File: config.mk
export PLATFORM = sky130hd
export DESIGN_NAME = spi_xfer_ctrl
export DESIGN_NICKNAME = d
export VERILOG_FILES = /design/src/rtl/spi_xfer_ctrl.sv
export SDC_FILE = /design/constraint.sdc
export NUM_CORES = 1
export LEC_CHECK = 0
export CAP_MARGIN = 15
export CORE_MARGIN = 2
export CORE_UTILIZATION = 50
export DETAILED_ROUTE_END_ITERATION = 12
export GPL_TIMING_DRIVEN = 0
export HOLD_SLACK_MARGIN = 0.1
export PLACE_DENSITY = 0.86
export SETUP_SLACK_MARGIN = 0.05
export SLEW_MARGIN = 20
export SYNTH_ARGS = -nofsm -noshare
export SYNTH_HDL_FRONTEND = slang
export SYNTH_SLANG_ARGS = --single-unit
File: constraint.sdc
create_clock -name clk -period 2.5 [get_ports clk]
set_input_delay 0.5 -clock clk [delete_from_list [all_inputs] [get_ports clk]]
set_output_delay 0.5 -clock clk [all_outputs]
set_load 0.01 [all_outputs]
File: src/rtl/spi_xfer_ctrl.sv
// spi_xfer_ctrl: one-byte SPI mode-0 transfer controller feeding the MOSI shifter
module spi_xfer_ctrl #(
   parameter int DIV_W = 8
) (
   input  logic             clk,
   input  logic             rst,
   input  logic             i_start,
   input  logic [7:0]       i_tx_data,
   input  logic [DIV_W-1:0] i_div,
   input  logic             i_cs_assert,
   input  logic             i_cs_hold,
   input  logic             i_miso,
   output logic             o_busy,
   output logic             o_done,
   output logic [7:0]       o_rx_data,
   output logic             o_sclk,
   output logic             o_sclk_q,
   output logic             o_en,
   output logic [7:0]       o_byte_odata,
   output logic             o_cs_n
);
   typedef enum logic [1:0] {IDLE, RUN, TAIL} state_t;
   state_t           r_state, w_next;
   logic [DIV_W-1:0] r_cnt, r_div_l;
   logic [4:0]       r_edges;
   logic [7:0]       r_shift;
   logic             r_hold_l, r_assert_l;
   logic             w_tick, w_accept, w_finish, w_rise;

   // next-state: accept in IDLE, leave RUN after the 16th toggle, finish TAIL on count expiry
   always_comb begin
      w_tick   = (r_cnt == '0);
      w_accept = (r_state == IDLE) && i_start;
      w_finish = (r_state == TAIL) && w_tick;
      w_rise   = o_sclk && !o_sclk_q;
      w_next   = w_accept ? RUN :
                 (r_state == RUN && w_tick && r_edges == 5'd15) ? TAIL :
                 w_finish ? IDLE : r_state;
   end

   // state register
   always_ff @(posedge clk or posedge rst) begin
      if (rst) r_state <= IDLE;
      else     r_state <= w_next;
   end

   // datapath: divider, sclk generation, MISO capture and chip-select policy
   always_ff @(posedge clk or posedge rst) begin
      if (rst) begin
         r_cnt        <= '0;
         r_div_l      <= '0;
         r_edges      <= '0;
         r_shift      <= '0;
         r_hold_l     <= 1'b0;
         r_assert_l   <= 1'b0;
         o_busy       <= 1'b0;
         o_done       <= 1'b0;
         o_rx_data    <= '0;
         o_sclk       <= 1'b0;
         o_sclk_q     <= 1'b0;
         o_en         <= 1'b0;
         o_byte_odata <= '0;
         o_cs_n       <= 1'b1;
      end else begin
         o_sclk_q <= o_sclk;
         o_done   <= w_finish;
         if (r_state != IDLE && w_rise) r_shift <= {r_shift[6:0], i_miso};
         if (w_accept) begin
            o_byte_odata <= i_tx_data;
            r_div_l      <= i_div;
            r_hold_l     <= i_cs_hold;
            r_assert_l   <= i_cs_assert;
            o_en         <= 1'b1;
            o_busy       <= 1'b1;
            o_cs_n       <= ~i_cs_assert;
            r_cnt        <= i_div;
            r_edges      <= '0;
            r_shift      <= '0;
         end else if (r_state == RUN) begin
            if (w_tick) begin
               o_sclk  <= ~o_sclk;
               r_cnt   <= r_div_l;
               r_edges <= r_edges + 5'd1;
            end else begin
               r_cnt <= r_cnt - 1'b1;
            end
         end else if (r_state == TAIL) begin
            if (w_tick) begin
               o_en      <= 1'b0;
               o_busy    <= 1'b0;
               o_rx_data <= r_shift;
               o_cs_n    <= ~(r_assert_l & r_hold_l);
            end else begin
               r_cnt <= r_cnt - 1'b1;
            end
         end
      end
   end
endmodule
Word level (Yosys, flattened, before mapping) --
Cells that the tools add are included.
Operators by class: add/sub/neg operators 2, eq/ne operators 5, mux-type cells 21, bitwise logic cells 6, reduce and logical (&&, ||, !) cells 21
Operator list (count):
- $mux 8 | 7
- $mux 5 | 3
- $reduce_bool 2->1 | 5
- $logic_not 8->1 | 1
- $mux 1 | 8
- $sub 8x1->8 const B | 1
- $logic_and 1x1->1 | 6
- $mux 2 | 3
- $reduce_and 3->1 | 2
- $reduce_bool 3->1 | 2
- $add 5x1->5 const B | 1
- $eq 5x4->1 const B | 1
- $not 1->1 | 5
- $reduce_and 2->1 | 2
- $reduce_and 4->1 | 1
- $ne 3x1->1 const B | 1
- $eq 2x1->1 const B | 1
- $eq 2x2->1 const B | 1
- $logic_not 2->1 | 1
- $ne 2x2->1 const B | 1
- $and 1x1->1 | 1
- $logic_not 1->1 | 1
Word-level totals: flip-flop bits (word level) 54, output and inout bits 22, word-level logic and storage cells 69

Longest topological paths before layout --
Gate-level depths: netlist (run 1).
word-level depth 6, depth in mapped cells 8

Worst setup path after synthesis (run 1) --
No wires, ideal clock.
path kind flip-flop to flip-flop, from register r_cnt[0], to register o_rx_data[6], library setup time 125 ps, arrival time 1976 ps, data required time 2375 ps, slack 400 ps, cell stages (with the launch flop) 8, path through dfrtp_1 > buf_2 > inv_1 > ha_1 > nor3b_2 > nand3_1 > clkinv_1 > mux2_2
Between the ends: cells in the longest elaborated chain, start to end 2
RTL lines:
- start: declaration | line 24 | logic [DIV_W-1:0] r_cnt, r_div_l;
- start signal: assignment | line 76 | r_cnt <= i_div;
- start signal: assignment | line 82 | r_cnt <= r_div_l;
- start signal: assignment | line 85 | r_cnt <= r_cnt - 1'b1;
- $logic_not 8->1 | line 32 | w_tick = (r_cnt == '0);
- $reduce_and 4->1 (no source line)
- end signal: assignment | line 91 | o_rx_data <= r_shift;
- end: declaration | line 15 | output logic [7:0] o_rx_data,
Every way passes these cells. A chain may end at the register's enable or synchronous reset.

Final worst setup path (run 1) --
Ends and elaborated chain as after synthesis.

==> out/metrics.yaml, run 1 <==
drt-pass1-iter-count: 6
syn-cell-area_sq_um: 2610
power.total_mw: 2.87
yosysWarnings: 0
cts_max_level: 2
synthToLayoutAreaGrowth_pct: 24.9
tns_ns: 0
postRouteAntennaNets: 0
crit_required_ns: 2.70
final_nets: 343
wl_per_cell_microns: 15.7
power_frac_clock_pct: 18.0
grt_pass1_vias: 2191
ir_drop_mv: 0.569
cp.arrival_ns: 2.47
synth_flop_cell: "dfrtp_1"
rsz0062_at_grt: "no"
clk_latency_ns: 0.31
synth_fp_nets: 291
gp_congestion: 0.868
post_dp_cell_area_sq_um: 3140
synth_edf_count: 0
maxSlewHeadroom_pct: 51.3
holdBufCountCts: 0
tightest_slew_ns: 0.728
grt_pass1_wl_mm: 10.6
yosysUniqueCellTypes: 53
setup_violations: 0
synthCells: 265
seqPwrFrac_pct: 45.3
reg2reg_slack_ns: 0.23
syn_avg_cell_area_sq_um: 9.86
path_clk_slew_ns: 0.09
drt_iter0_drc: 177
comb_power_share_pct: 36.7
cts_made_buffers: 5
yosysSeqAreaShare_pct: 51.8
power.density_nw_per_um2: 881
wirelength_mm: 6.09
crit_fanout: 9
vias: 2198
gr-usage-all-layers_pct: 22.4
drive_above_1_share_pct: 11.0
antenna_found_initial: 0
fin_area_sq_um: 3260
worstSetupStartpointType: "flip-flop"
finalHoldViolCount: 0
initial_utilization_pct: 51.5
num_rows: 26
place_hpwl_mm: 4.27
dieArea_sq_um: 5820
critPathCaptureType: "flip-flop"
p_leak_nw: 1.48
clk_path_buf_depth: 2
cts-root-buf: "clkbuf_8"
p_switching_mw: 1.02
cts_tree: "done"
grt-ovfl-total: 0
place_ws_ns: -0.158
ys_seq_elements: 54
skew_ns: 0.00666
grt_max_degree: 36
status: "complete, no violations"
die_h_microns: 76.3
io_pins: 44
cts_sinks: 54
core_area_sq_um: 5070
fmax_mhz: 440
max_cap_viol_count: 0
crit_type: "reg -> reg"
antenna_cells: 0
route.detailed.drc: 0
vias_per_cell: 5.66
power_switching_share_pct: 35.6
finalMaxSlewViolations: 0
worstHoldPathType: "reg -> reg"
setup_ws_ns: 0.230
numPortBuffers: 42
intPower_mw: 1.85
period_needed_ns: 2.27
post-route-period-util_pct: 90.8
die_x_microns: 76.3
async_flop_share_pct: 100
[cell usage after synthesis (2+ instances only)]
library cell  count  area, sq um
a211oi_1          3         22.5
a21oi_1           6         30.0
a221o_1           2         20.0
a221oi_1          2         17.5
a22o_1            6         52.6
a22oi_1           2         15.0
a31oi_1           4         25.0
buf_2             4         20.0
buf_6             2         22.5
clkbuf_1          9         33.8
dfrtp_1          53         1330
ha_1              4         50.1
inv_1             5         18.8
mux2_2            5         56.3
mux2i_1           6         60.1
nand2_1          76          285
nand3_1           7         35.0
nor2_1           10         37.5
nor2b_1           2         12.5
nor3_1            3         15.0
nor3b_1           3         22.5
nor3b_2           2         25.0
o211ai_2          2         25.0
o21ai_0           8         40.0
o21ai_1           2         10.0
o31ai_1           2         15.0
or3_1             4         25.0
or3b_2            2         17.5
xnor2_1           3         26.3
xor2_1            3         26.3
[power by group through the flow]
stage	combinational, mW	sequential, mW	clock [mW]
finish	1.06	1.30	0.517
global route	1.17	1.33	0.557
CTS	1.03	1.30	0.525
detailed placement	1.00	1.31	0
global placement	0.958	1.30	0
floorplan	0.681	1.29	0
[final cells by class]
cell class / instances / area, sq um
plain buffers: 16 / 83.8
clock buffers: 7 / 86.3
clock inverters: 1 / 8.76
fillers: 418 / 1810
inverters: 6 / 22.5
multi-input cells: 189 / 1160
flip-flops and latches: 54 / 1350
well taps: 70 / 87.6
repair buffers: 45 / 455
[layer usage]
metal / GRT usage (%) / routed length, microns / vias to the layer above
met5: 0 / 0 / -
met4: 8.73 / 114 / 0
met3: 3.55 / 441 / 16
met2: 36.7 / 2990 / 101
met1: 30.0 / 2540 / 1066
li1: - / - / 1015
[placed cells by master (no fill, tap or decap), types with 4 or more instances in the layout]
master	synthesis	final
or3_1	4	4
nor2_1	10	10
clkbuf_8	0	6
a31oi_1	4	4
nand3_1	7	6
a21oi_1	6	6
buf_2	4	4
inv_1	5	4
nand2_1	76	76
mux2i_1	6	6
clkbuf_1	9	10
clkdlybuf4s50_1	0	42
o21ai_0	8	8
dfrtp_1	53	53
mux2_2	5	5
ha_1	4	4
a22o_1	6	6
[cell families after synthesis]
family,synth area share [%]
buffers and inverters,4.07
multiplexers,4.45
AND/OR/NAND/NOR,22.4
XOR/XNOR,2.01
flip-flops,51.8
AO/OA/AOI/OAI,13.0
adder cells (fa/ha/maj),2.30
[per-stage QoR]
stage / instances / hold WS (ns) / utilization [%]
after floorplan: 265 / 0.391 / -
after global placement: 377 / 0.419 / 61.5
after detailed placement: 378 / 0.417 / 61.9
after CTS: 386 / 0.440 / 64.0
after global routing: 388 / 0.457 / 64.3
final: 388 / 0.440 / 64.3
[state kept, by name, indices dropped and copies added (netlist names), 2 cells and up]
name / flops
o_rx_data: 8
r_shift: 8
r_cnt: 8
o_byte_odata: 8
r_div_l: 8
r_state: 2
r_edges: 5
[worst paths after layout]
check,start,endpoint,cells after the start
worst max register to register,r_cnt[0],o_rx_data[6],7
worst max-delay path,r_cnt[0],o_rx_data[6],7
worst min-delay path,r_hold_l,o_cs_n,1
max in group asynchronous,rst,o_cs_n,3
min in group asynchronous,rst,o_byte_odata[5],2
worst min register to register,r_hold_l,o_cs_n,1
[worst max-delay path, cell delays in order (launching register included)]
cell and delay, ns:
dfrtp_1 0.38, buf_2 0.17, inv_1 0.14, ha_1 0.28, nor3b_4 0.30, nand3_2 0.26, clkinv_1 0.27, mux2_2 0.36
[repair_timing]
item | 4_1_cts | 5_1_grt
setup buffers | 0 | 2
gates cloned | 0 | 0
resized for setup | 2 | 0
setup endpoints to repair | 2 | 2
(Power assumes the default switching activity.)
==> run 2, diff against run 1 <==
clock period = 2.72 ns   (was 2.5 ns; I/O delays follow)
==> out/metrics.yaml, run 2 (synthesis results as in run 1) <==
finalMaxSlewViolations: 0  # unchanged
num_rows: 26  # unchanged
tns_ns: 0  # unchanged
gp_congestion: 0.868  # unchanged
tightest_slew_ns: 0.760  # +0.0319 ns
crit_fanout: 9  # unchanged
place_hpwl_mm: 4.27  # unchanged
dieArea_sq_um: 5820  # unchanged
ir_drop_mv: 0.526  # -7.5%
holdBufCountCts: 0  # unchanged
grt_pass1_wl_mm: 10.7  # +0.72%
grt_pass1_vias: 2203  # +0.55%
drt_iter0_drc: 184  # +4.0%
power.density_nw_per_um2: 806  # -8.5%
drt-pass1-iter-count: 5  # -1
wirelength_mm: 6.01  # -1.4%
crit_start: "r_cnt[0]"
postRouteAntennaNets: 0  # unchanged
cp.arrival_ns: 2.59  # +0.12 ns
die_x_microns: 76.3  # unchanged
initial_utilization_pct: 51.5  # unchanged
cts-root-buf: "clkbuf_8"
path_clk_slew_ns: 0.09  # about the same
final_nets: 341  # -0.58%
final_cell_mix: "76 x nand2_1, 53 x dfrtp_1, 42 x clkdlybuf4s50_1"
antenna_cells: 0  # unchanged
route.detailed.drc: 0  # unchanged
grt-ovfl-total: 0  # unchanged
period_needed_ns: 2.40  # +0.127 ns
max_stage_delay_ns: 0.42  # +0.04 ns
r2r_start: "r_cnt[0]"
status: "complete, no violations"
cts_max_level: 2  # unchanged
crit_type: "reg -> reg"
path_cells: "buf_2, inv_1, ha_1, nor3b_4, nand3_2, clkinv_1, mux2_2"
fmax_mhz: 417  # -5.3%
setup_violations: 0  # unchanged
clk_latency_ns: 0.31  # about the same
r2r_cells: 7  # unchanged
cts_tree: "done"
p_leak_nw: 1.47  # -0.72%
cts_sinks: 54  # unchanged
slowest_stage: "nor3b_4"
worstReg2RegEnd: "o_rx_data[6]"
worstHoldPathType: "reg -> reg"
final_common_cell: "nand2_1"
post-route-period-util_pct: 88.1  # -2.7 points
numPortBuffers: 42  # unchanged
skew_ns: 0.00713  # +0.000471 ns
reg2reg_slack_ns: 0.32  # +0.09 ns
final_cell_count_no_fill: 386  # -0.52%
io_pins: 44  # unchanged
critPathCaptureType: "flip-flop"
synthToLayoutAreaGrowth_pct: 24.3
crit_required_ns: 2.91  # +0.21 ns
grt_max_degree: 36  # unchanged
vias: 2175  # -1.0%
vias_per_cell: 5.63  # -0.53%
dp.cells: 378  # unchanged
clk_path_buf_depth: 2  # unchanged
cts_post_setup_buffers_inserted: 0  # unchanged
cts_made_buffers: 5  # unchanged
endpoint: "o_rx_data[6]"
wl_per_cell_microns: 15.6  # -0.85%
maxSlewHeadroom_pct: 49.2  # -2.1 points
final_util_pct: 64.0  # -0.30 points
core_area_sq_um: 5070  # unchanged
rsz0062_at_grt: "no"
max_cap_viol_count: 0  # unchanged
hold_slack_ns: 0.437  # -0.00244 ns
drive_above_1_share_pct: 10.4  # -0.56 points
antenna_found_initial: 0  # unchanged
gr-usage-all-layers_pct: 22.5  # +0.10 points
die_h_microns: 76.3  # unchanged
worstSetupStartpointType: "flip-flop"
finalHoldViolCount: 0  # unchanged
run 2: per-stage QoR:
stage	power, mW	setup slack (ns)	cell area (sq um)
floorplan	1.81	0.620	2610
CTS	2.61	0.0769	3240
global route	2.79	0.112	3250
global placement	2.07	-0.101	3120
detailed placement	2.13	0.0622	3140
finish	2.62	0.323	3250
run 2: repair_timing:
action,in CTS,in global routing
endpoints found under the setup margin,0,7
hold endpoints to repair,0,0
gates resized for setup,0,2
run 2: worst max-delay path, delay by kind of cell (launching register included):
family	cells	cell delay (ns)
and+or+nand+nor	2	0.71
muxes	1	0.36
DFF	1	0.38
adders and majority gates	1	0.27
buffers and inverters	3	0.57
run 2: how the worst min path moves through the flow:
stage	start	endpoint	slack, ns	depth (start not counted)
6_report	r_hold_l	o_cs_n	0.44	1
4_1_cts	r_hold_l	o_cs_n	0.44	1
3_3_place_gp	r_hold_l	o_cs_n	0.42	1
3_5_place_dp	r_hold_l	o_cs_n	0.42	1
2_1_floorplan	r_hold_l	o_cs_n	0.39	1
5_1_grt	r_hold_l	o_cs_n	0.46	1
run 2: final cells by class:
class	instances	area, sq um
Inverter	6	22.5
Clock buffer	7	86.3
Fill cell	419	1830
Clock inverter	1	8.76
Timing Repair Buffer	43	440
Tap cell	70	87.6
Multi-Input combinational cell	189	1160
Buffer	16	83.8
Sequential cell	54	1350
run 2: power by group:
part           internal, mW  switching [mW]
Combinational         0.457           0.494
Sequential             1.02           0.176
Clock                 0.211           0.261
run 2: per-layer routing:
metal,track usage [%],up-vias,routed length [microns]
met5,0,-,0
met4,8.00,0,112
met3,3.55,12,397
met2,37.3,82,2930
met1,30.1,1064,2560
li1,-,1017,-
